--- src/rtl/fifo_pkg.sv ---
// Shared fifo defaults and write-arbiter state encoding.
// Used by the fifo and by every block driving its write port.
package fifo_pkg;

    localparam int DATA_WIDTH  = 8;
    localparam int DEPTH       = 16;
    localparam int ADDRESS_BUS = 4;

    localparam logic [0:0] IDLE = 1'b0;
    localparam logic [0:0] OWN  = 1'b1;

endpackage

--- src/rtl/rr_pick.sv ---
// Combinational round-robin priority encoder.
// Finds the first set request searching upward from ptr, with wrap.
module rr_pick #(
    parameter int n  = 4,
    parameter int iw = 2
) (
    input  logic [n-1:0]  req,
    input  logic [iw-1:0] ptr,
    output logic [n-1:0]  onehot,
    output logic [iw-1:0] idx,
    output logic          any
);

    logic [iw-1:0] j;

    always_comb begin
        onehot = '0;
        idx    = '0;
        any    = 1'b0;
        j      = '0;
        for (int k = 0; k < n; k++) begin
            j = iw'((int'(ptr) + k) % n);
            if (!any && req[j]) begin
                any       = 1'b1;
                idx       = j;
                onehot[j] = 1'b1;
            end
        end
    end

endmodule

--- src/rtl/fifo_wr_arbiter.sv ---
// Round-robin arbiter sharing the fifo write port between producers.
// A grant locks the port for a burst of up to max_burst words.
module fifo_wr_arbiter
    import fifo_pkg::*;
#(
    parameter int data_width = DATA_WIDTH,
    parameter int num_req    = 4,
    parameter int max_burst  = 4,
    parameter int cnt_w      = 4
) (
    input  logic                          clk,
    input  logic                          rst,
    input  logic [num_req-1:0]            req,
    input  logic [num_req*data_width-1:0] req_data,
    output logic [num_req-1:0]            ack,
    output logic [num_req-1:0]            grant,
    input  logic                          fifo_full,
    output logic                          fifo_we,
    output logic [data_width-1:0]         fifo_datain,
    output logic                          busy
);

    localparam int iw = (num_req > 1) ? $clog2(num_req) : 1;
    localparam logic [iw-1:0]    last_idx = iw'(num_req - 1);
    localparam logic [cnt_w-1:0] last_cnt = cnt_w'(max_burst - 1);

    logic [0:0]         state;
    logic [iw-1:0]      owner;
    logic [iw-1:0]      rr_ptr;
    logic [cnt_w-1:0]   burst_cnt;
    logic [num_req-1:0] pick_oh;
    logic [iw-1:0]      pick_idx;
    logic               pick_any;
    logic               own_req;
    logic               accept;
    logic               release_now;

    rr_pick #(
        .n  (num_req),
        .iw (iw)
    ) u_pick (
        .req    (req),
        .ptr    (rr_ptr),
        .onehot (pick_oh),
        .idx    (pick_idx),
        .any    (pick_any)
    );

    assign own_req = req[owner];
    assign accept  = (state == OWN) && own_req && !fifo_full;
    assign busy    = (state == OWN);
    assign fifo_we = accept;

    // A missing request ends the burst with no transfer.
    assign release_now = !own_req
                      || (accept && (burst_cnt == last_cnt));

    always_comb begin
        ack        = '0;
        ack[owner] = accept;
    end

    always_comb begin
        fifo_datain = '0;
        if (state == OWN)
            fifo_datain = req_data[owner*data_width +: data_width];
    end

    always_ff @(posedge clk) begin
        if (rst) begin
            state     <= IDLE;
            grant     <= '0;
            owner     <= '0;
            rr_ptr    <= '0;
            burst_cnt <= '0;
        end else begin
            unique case (state)
                IDLE: begin
                    if (pick_any) begin
                        state     <= OWN;
                        owner     <= pick_idx;
                        grant     <= pick_oh;
                        burst_cnt <= '0;
                    end
                end
                OWN: begin
                    if (release_now) begin
                        state  <= IDLE;
                        grant  <= '0;
                        rr_ptr <= (owner == last_idx) ? '0 : owner + 1'b1;
                    end else if (accept) begin
                        burst_cnt <= burst_cnt + 1'b1;
                    end
                end
            endcase
        end
    end

endmodule

--- config.mk ---
export PLATFORM = sky130hd
export DESIGN_NAME = fifo_wr_arbiter
export DESIGN_NICKNAME = d
export VERILOG_FILES = /design/src/rtl/fifo_pkg.sv /design/src/rtl/rr_pick.sv /design/src/rtl/fifo_wr_arbiter.sv
export SDC_FILE = /design/constraint.sdc
export NUM_CORES = 1
export LEC_CHECK = 0
export CAP_MARGIN = 20
export CORE_ASPECT_RATIO = 1.1
export CORE_MARGIN = 8
export CORE_UTILIZATION = 40
export CTS_BUF_LIST = sky130_fd_sc_hd__clkbuf_16
export DETAILED_ROUTE_END_ITERATION = 8
export PLACE_DENSITY = 0.76
export SYNTH_ARGS = -nofsm -noshare
export SYNTH_HDL_FRONTEND = slang
export SYNTH_HIERARCHICAL = 1
export SYNTH_SLANG_ARGS = --single-unit
--- constraint.sdc ---
create_clock -name clk -period 2.9 [get_ports clk]
set_clock_uncertainty 0.05 [all_clocks]
set_input_delay 0.58 -clock clk [delete_from_list [all_inputs] [get_ports clk]]
set_output_delay 0.58 -clock clk [all_outputs]
set_load 0.01 [all_outputs]
# After elaboration in Yosys (flattened, before gate mapping)
# Cells that the tools add are included.
# classes
addsub	5
magnitude_cmp	10
eq_ne	6
shift	1
n_mux	44
bitwise	5
reduce_logical	21
# op_table
operator	n
$mux W4	9
$shiftx A32 B6 Y8	1
$mux W1	16
$pmux W4 S2	2
$lt A2 B3 Y1 const B	5
$or A4 B4 Y4	3
$logic_and A1 B1 Y1	11
$bmux W1 S2	5
$demux W1 S2	5
$ge A2 B1 Y1 const B	5
$mux W2	5
$mux W8	1
$reduce_and A2 Y1	3
$logic_not A1 Y1	5
$add A2 B1 Y2 const B	2
$add A2 B2 Y2 const B	2
$add A4 B1 Y4 const B	1
$and A4 B4 Y4	1
$eq A4 B2 Y1 const B	1
$ne A2 B1 Y1 const B	2
$ne A2 B2 Y1 const B	2
$reduce_and A3 Y1	1
$eq A2 B2 Y1 const B	1
$pmux W1 S2	1
other kinds (2)	2
# word_totals
reg_bits	13
in_bits	39
output_inout_bits	18
wordCells	97

# Depth between registers and ports, before layout
# Gate-level depths: netlist (run 1).
# depth
depth_word	14
depth_mapped	11
ltp_nobuf	9

# Hierarchy
# The synthesis (run 1) kept the hierarchy.
# modules_own_cells
module	n_inst	cells_per_inst	area_each_um2	seq_area_each_um2
fifo_wr_arbiter	1	94	934.6	260.2
rr_pick	1	45	421.7	0.0

# Least setup slack after synthesis (run 1)
# OpenSTA, ideal clock, no wires.
# synth_timing
path_kind	register to register
startpoint	register rr_ptr[0]
endpoint	register grant[0]
t_arrival_ns	2.369
setup_slack_ns	0.422
stages_incl_launch_ff	11
path_buffers	2
period_less_slack_ns	2.478
cell_sequence	dfxtp_1 > buf_6 > inv_1 > ha_1 > mux4_2 > buf_6 > nor3_1 > nand2b_1 > and2b_1 > nor4_2 > a22o_1
# synth_via
elab_chain_cells	14
word_cells_on_any_way	52
classes_between	3 x add/sub; 8 x order compare; 1 x eq/ne; 26 x mux; 3 x bitwise; 11 x reduce/logical
# synth_rtl
element	line	source
start, declared	fifo_wr_arbiter.sv:29	logic [iw-1:0] rr_ptr;
start signal, assigned	fifo_wr_arbiter.sv:90	rr_ptr <= (owner == last_idx) ? '0 : owner + 1'b1;
parallel branches: the longest is 11 deep, another holds $add A2 B1 Y2	n/a	
$mux W1 (*)	rr_pick.sv:23	if (!any && req[j]) begin
net pick_any	fifo_wr_arbiter.sv:33	logic pick_any;
$ne A2 B2 Y1 (no source line) (*)	n/a	
$reduce_and A2 Y1 (no source line) (*)	n/a	
end signal, assigned	fifo_wr_arbiter.sv:82	grant <= pick_oh;
end, declared	fifo_wr_arbiter.sv:16	output logic [num_req-1:0] grant,
# Mark *: on every way through the listed nets, which the timed path passes. The select of a mux whose other input is x is not followed.
# A chain may end at the register's enable or synchronous reset.

# Worst setup path in the final report (run 1)
# layout_timing
startpoint	input req[3]
endpoint	register grant[3]
# layout_via
elab_chain_cells	14
word_cells_on_any_way	37
classes_between	2 x eq/ne; 20 x mux; 3 x bitwise; 12 x reduce/logical
# layout_rtl
element	line	source
start, declared	fifo_wr_arbiter.sv:13	input logic [num_req-1:0] req,
$bmux W1 S2	rr_pick.sv:23	
$mux W1 (implied by the code)	rr_pick.sv:23	
$mux W1	rr_pick.sv:23	
$logic_not A1 Y1	rr_pick.sv:23	
$logic_and A1 B1 Y1	rr_pick.sv:23	
$mux W1	rr_pick.sv:23	
$logic_not A1 Y1	rr_pick.sv:23	
$logic_and A1 B1 Y1	rr_pick.sv:23	
$mux W1	rr_pick.sv:23	
$logic_not A1 Y1	rr_pick.sv:23	
$logic_and A1 B1 Y1	rr_pick.sv:23	
$mux W1 (*)	rr_pick.sv:23	
net pick_any	fifo_wr_arbiter.sv:33	
$ne A2 B2 Y1 (no source line) (*)	n/a	
$reduce_and A2 Y1 (no source line) (*)	n/a	
# The timed path passes the listed nets; every way through them passes the cells marked *. The select of a mux whose other input is x is not followed.

==> results of run 1 <==
[final timing paths]
kind                                from                    end  slack, ns
hold reg to reg    grant[0]$_SDFFE_PP0P_  grant[0]$_SDFFE_PP0P_       0.43
setup / recovery                  req[3]  grant[3]$_SDFFE_PP0P_       0.12
setup reg to reg  rr_ptr[0]$_SDFFE_PP0P_  grant[3]$_SDFFE_PP0P_       0.27
hold / removal     grant[0]$_SDFFE_PP0P_  grant[0]$_SDFFE_PP0P_       0.43
[cell type report]
class | instances | area [sq um]
multi-input combinational | 113 | 1030
clock inverter | 1 | 3.75
tap | 36 | 45.0
clock buffer | 3 | 75.1
fill | 276 | 1190
sequential | 13 | 262
inverter | 6 | 22.5
timing repair buffer | 71 | 671
[repair_timing]
| action | CTS | global route |
|---|---|---|
| setup endpoints to repair | 13 | 7 |
| buffers inserted | 0 | 0 |
| gates resized for setup | 6 | 1 |
[flip-flops by register name, summed over array words and instances (netlist names)]
name and cells:
busy 1, rr_ptr 2, grant 4, owner 2, burst_cnt 4
[worst max-delay path, cell delays in order]
cell and delay [ns]:
clkdlybuf4s50_1 0.43, buf_4 0.16, mux4_2 0.49, nor3_1 0.29
nand2b_1 0.12, and2b_1 0.23, nor4_2 0.40, a22o_1 0.21
[power breakdown]
part | switching [mW] | internal [mW]
clock network | 0.0734 | 0.182
registers | 0.0406 | 0.202
logic | 0.217 | 0.291
total | 0.331 | 0.675
[layer usage]
| metal | vias up | GRT usage, % |
|---|---|---|
| li1 | 675 | - |
| met1 | 668 | 16.1 |
| met2 | 25 | 29.4 |
| met3 | 4 | 2.60 |
| met4 | 0 | 1.84 |
| met5 | - | 0 |
[logic make-up (layout without fill, tap and decap cells)]
kind of cell,Yosys count,after routing,share of synthesized area (%)
muxes,19,19,25.7
DFF,13,13,19.2
and+or+nand+nor,52,52,23.8
AOI/OAI and AO/OA,32,32,17.3
buffers and inverters,13,81,4.80
adders and majority gates,10,10,9.23
[per-stage QoR]
step                utilization, %  total power [mW]  instance area [sq um]  hold WS (ns)
global route                  63.9              1.07                   2110         0.452
global placement              61.5             0.734                   2030         0.415
CTS                           63.8              1.00                   2110         0.431
finish                        63.9              1.01                   2110         0.426
floorplan                        -             0.548                   1360         0.419
detailed placement            61.5             0.752                   2030         0.421
[layout by cell type, fill, tap and decap left out, drive strengths merged, types with 3 or more instances in the layout]
master / netlist / layout
and2: 12 / 12
inv: 6 / 7
dlygate4sd2: 0 / 4
clkbuf: 3 / 3
a22oi: 8 / 8
dfxtp: 13 / 13
buf: 4 / 15
o21ai: 6 / 6
nand2: 11 / 11
mux2i: 6 / 6
a21oi: 3 / 3
clkdlybuf4s50: 0 / 51
mux4: 12 / 12
nand2b: 4 / 4
nor2: 7 / 7
a22o: 4 / 4
ha: 10 / 10
==> impl_metrics.toml, run 1 <==
[timing]
tightest_slew_ns = 0.438
finalCritPeriodShare_pct = 95.8
clock.fmax_mhz = 360
setup_viol = 0
min_period_ns = 2.78
setup_tns_ns = 0
layout_setup_ws_ns = 0.121
drv_slew = 0
slew_headroom_pct = 70.8
rsz0062_at_grt = "true"
hold_viol = 0

[global_routing]
antenna_found_initial = 0
grt_pass1_wl_um = 6850
grt_max_degree = 18
gr-total-overflow = 0
track_usage_pct = 14.9
grt_pass1_vias = 1386

[logic_synthesis]
synth_warnings = 6
synth_cell_types = 42
synth_top_area_cell = "dfxtp_1"
syn_nets = 188
synth.cell_area_sq_mm = 0.00136
synth-edff-count = 0
synth_ff_type = "dfxtp_1"
synth_top_cells_by_count = "13 x dfxtp_1, 12 x and2_1, 11 x nand2_1, 10 x ha_1, 10 x mux4_2"
synth_top_area_share_pct = 19.2
syn-mean-instance-area_sq_um = 9.76
synth_area_leaders = "dfxtp_1 19%, mux4_2 17%, ha_1 9.2%"
synth.most_common_cell = "dfxtp_1"
synthCells = 139
synth-async-reset-ratio_pct = 0
ys_seq_area_share_pct = 19.2
ys_ff_latch = 13

[hold_path]
worstHoldPathType = "reg2reg"
min_path_cells = 1

[setup_path]
cp.required_ns = 3.04
crit_path_end_kind = "flip-flop"
startpoint_type = "input pin"
crit_fanout = 6
worstPathArrival_ns = 2.91
ff2ff_path_depth = 8
path_class = "in2reg"

[clock_tree]
cts-htree-levels = 1
clk_path_buf_depth = 2
cts-root-buf = "clkbuf_16"
postCtsHoldBufs = 0
cts_tree = "yes"
cts_buffers = 3
clkSlewWorstSetupHoldPaths_ns = 0.04
cts_sinks = 13
clock_latency_ns = 0.24

[status]
status = "complete, no violations"

[finish]
stdcell_count = 243
synthToLayoutAreaGrowth_pct = 55.5
fin_nets = 257
antennaDiodeCount = 0
drive_above_1_share_pct = 16.9

[floorplanning]
num_rows = 22
core-area_sq_mm = 0.00330
boundaryPins = 57
die_area_sq_mm = 0.00551
die_width_um = 71.5
start_util_pct = 41.1
die_h_um = 77.1

[detailed_routing]
wirelength_met1_um = 1740
routed-wl-met3_um = 119
top_layer = "met4"
wl_per_cell_um = 17.1
dr_wl_met2_um = 2270
viasPerCell = 5.65
vias = 1372
drt-total-wl_um = 4150
drcViolationCount = 0
firstDrtPassIters = 4
antenna_left = 0
drt_iter0_markers = 61

[power]
ir_drop_v = 0.000289
p_leak_nw = 0.831
p_per_area_mw_per_mm2 = 477

[place]
gp_congestion = 0.795
dpl.cell_count = 239
port_buffers = 56
hpwl_um = 3370
pre_cts_slack_ns = -0.115

[job]
drv_cap = 0
(Power assumes the default switching activity.)
==> run 2: changes to the inputs <==
CTS_CLUSTER_SIZE = 14   (was unset)
==> results of run 2 <==
No change in the layout: final DEF, timing and power equal those of run 1.
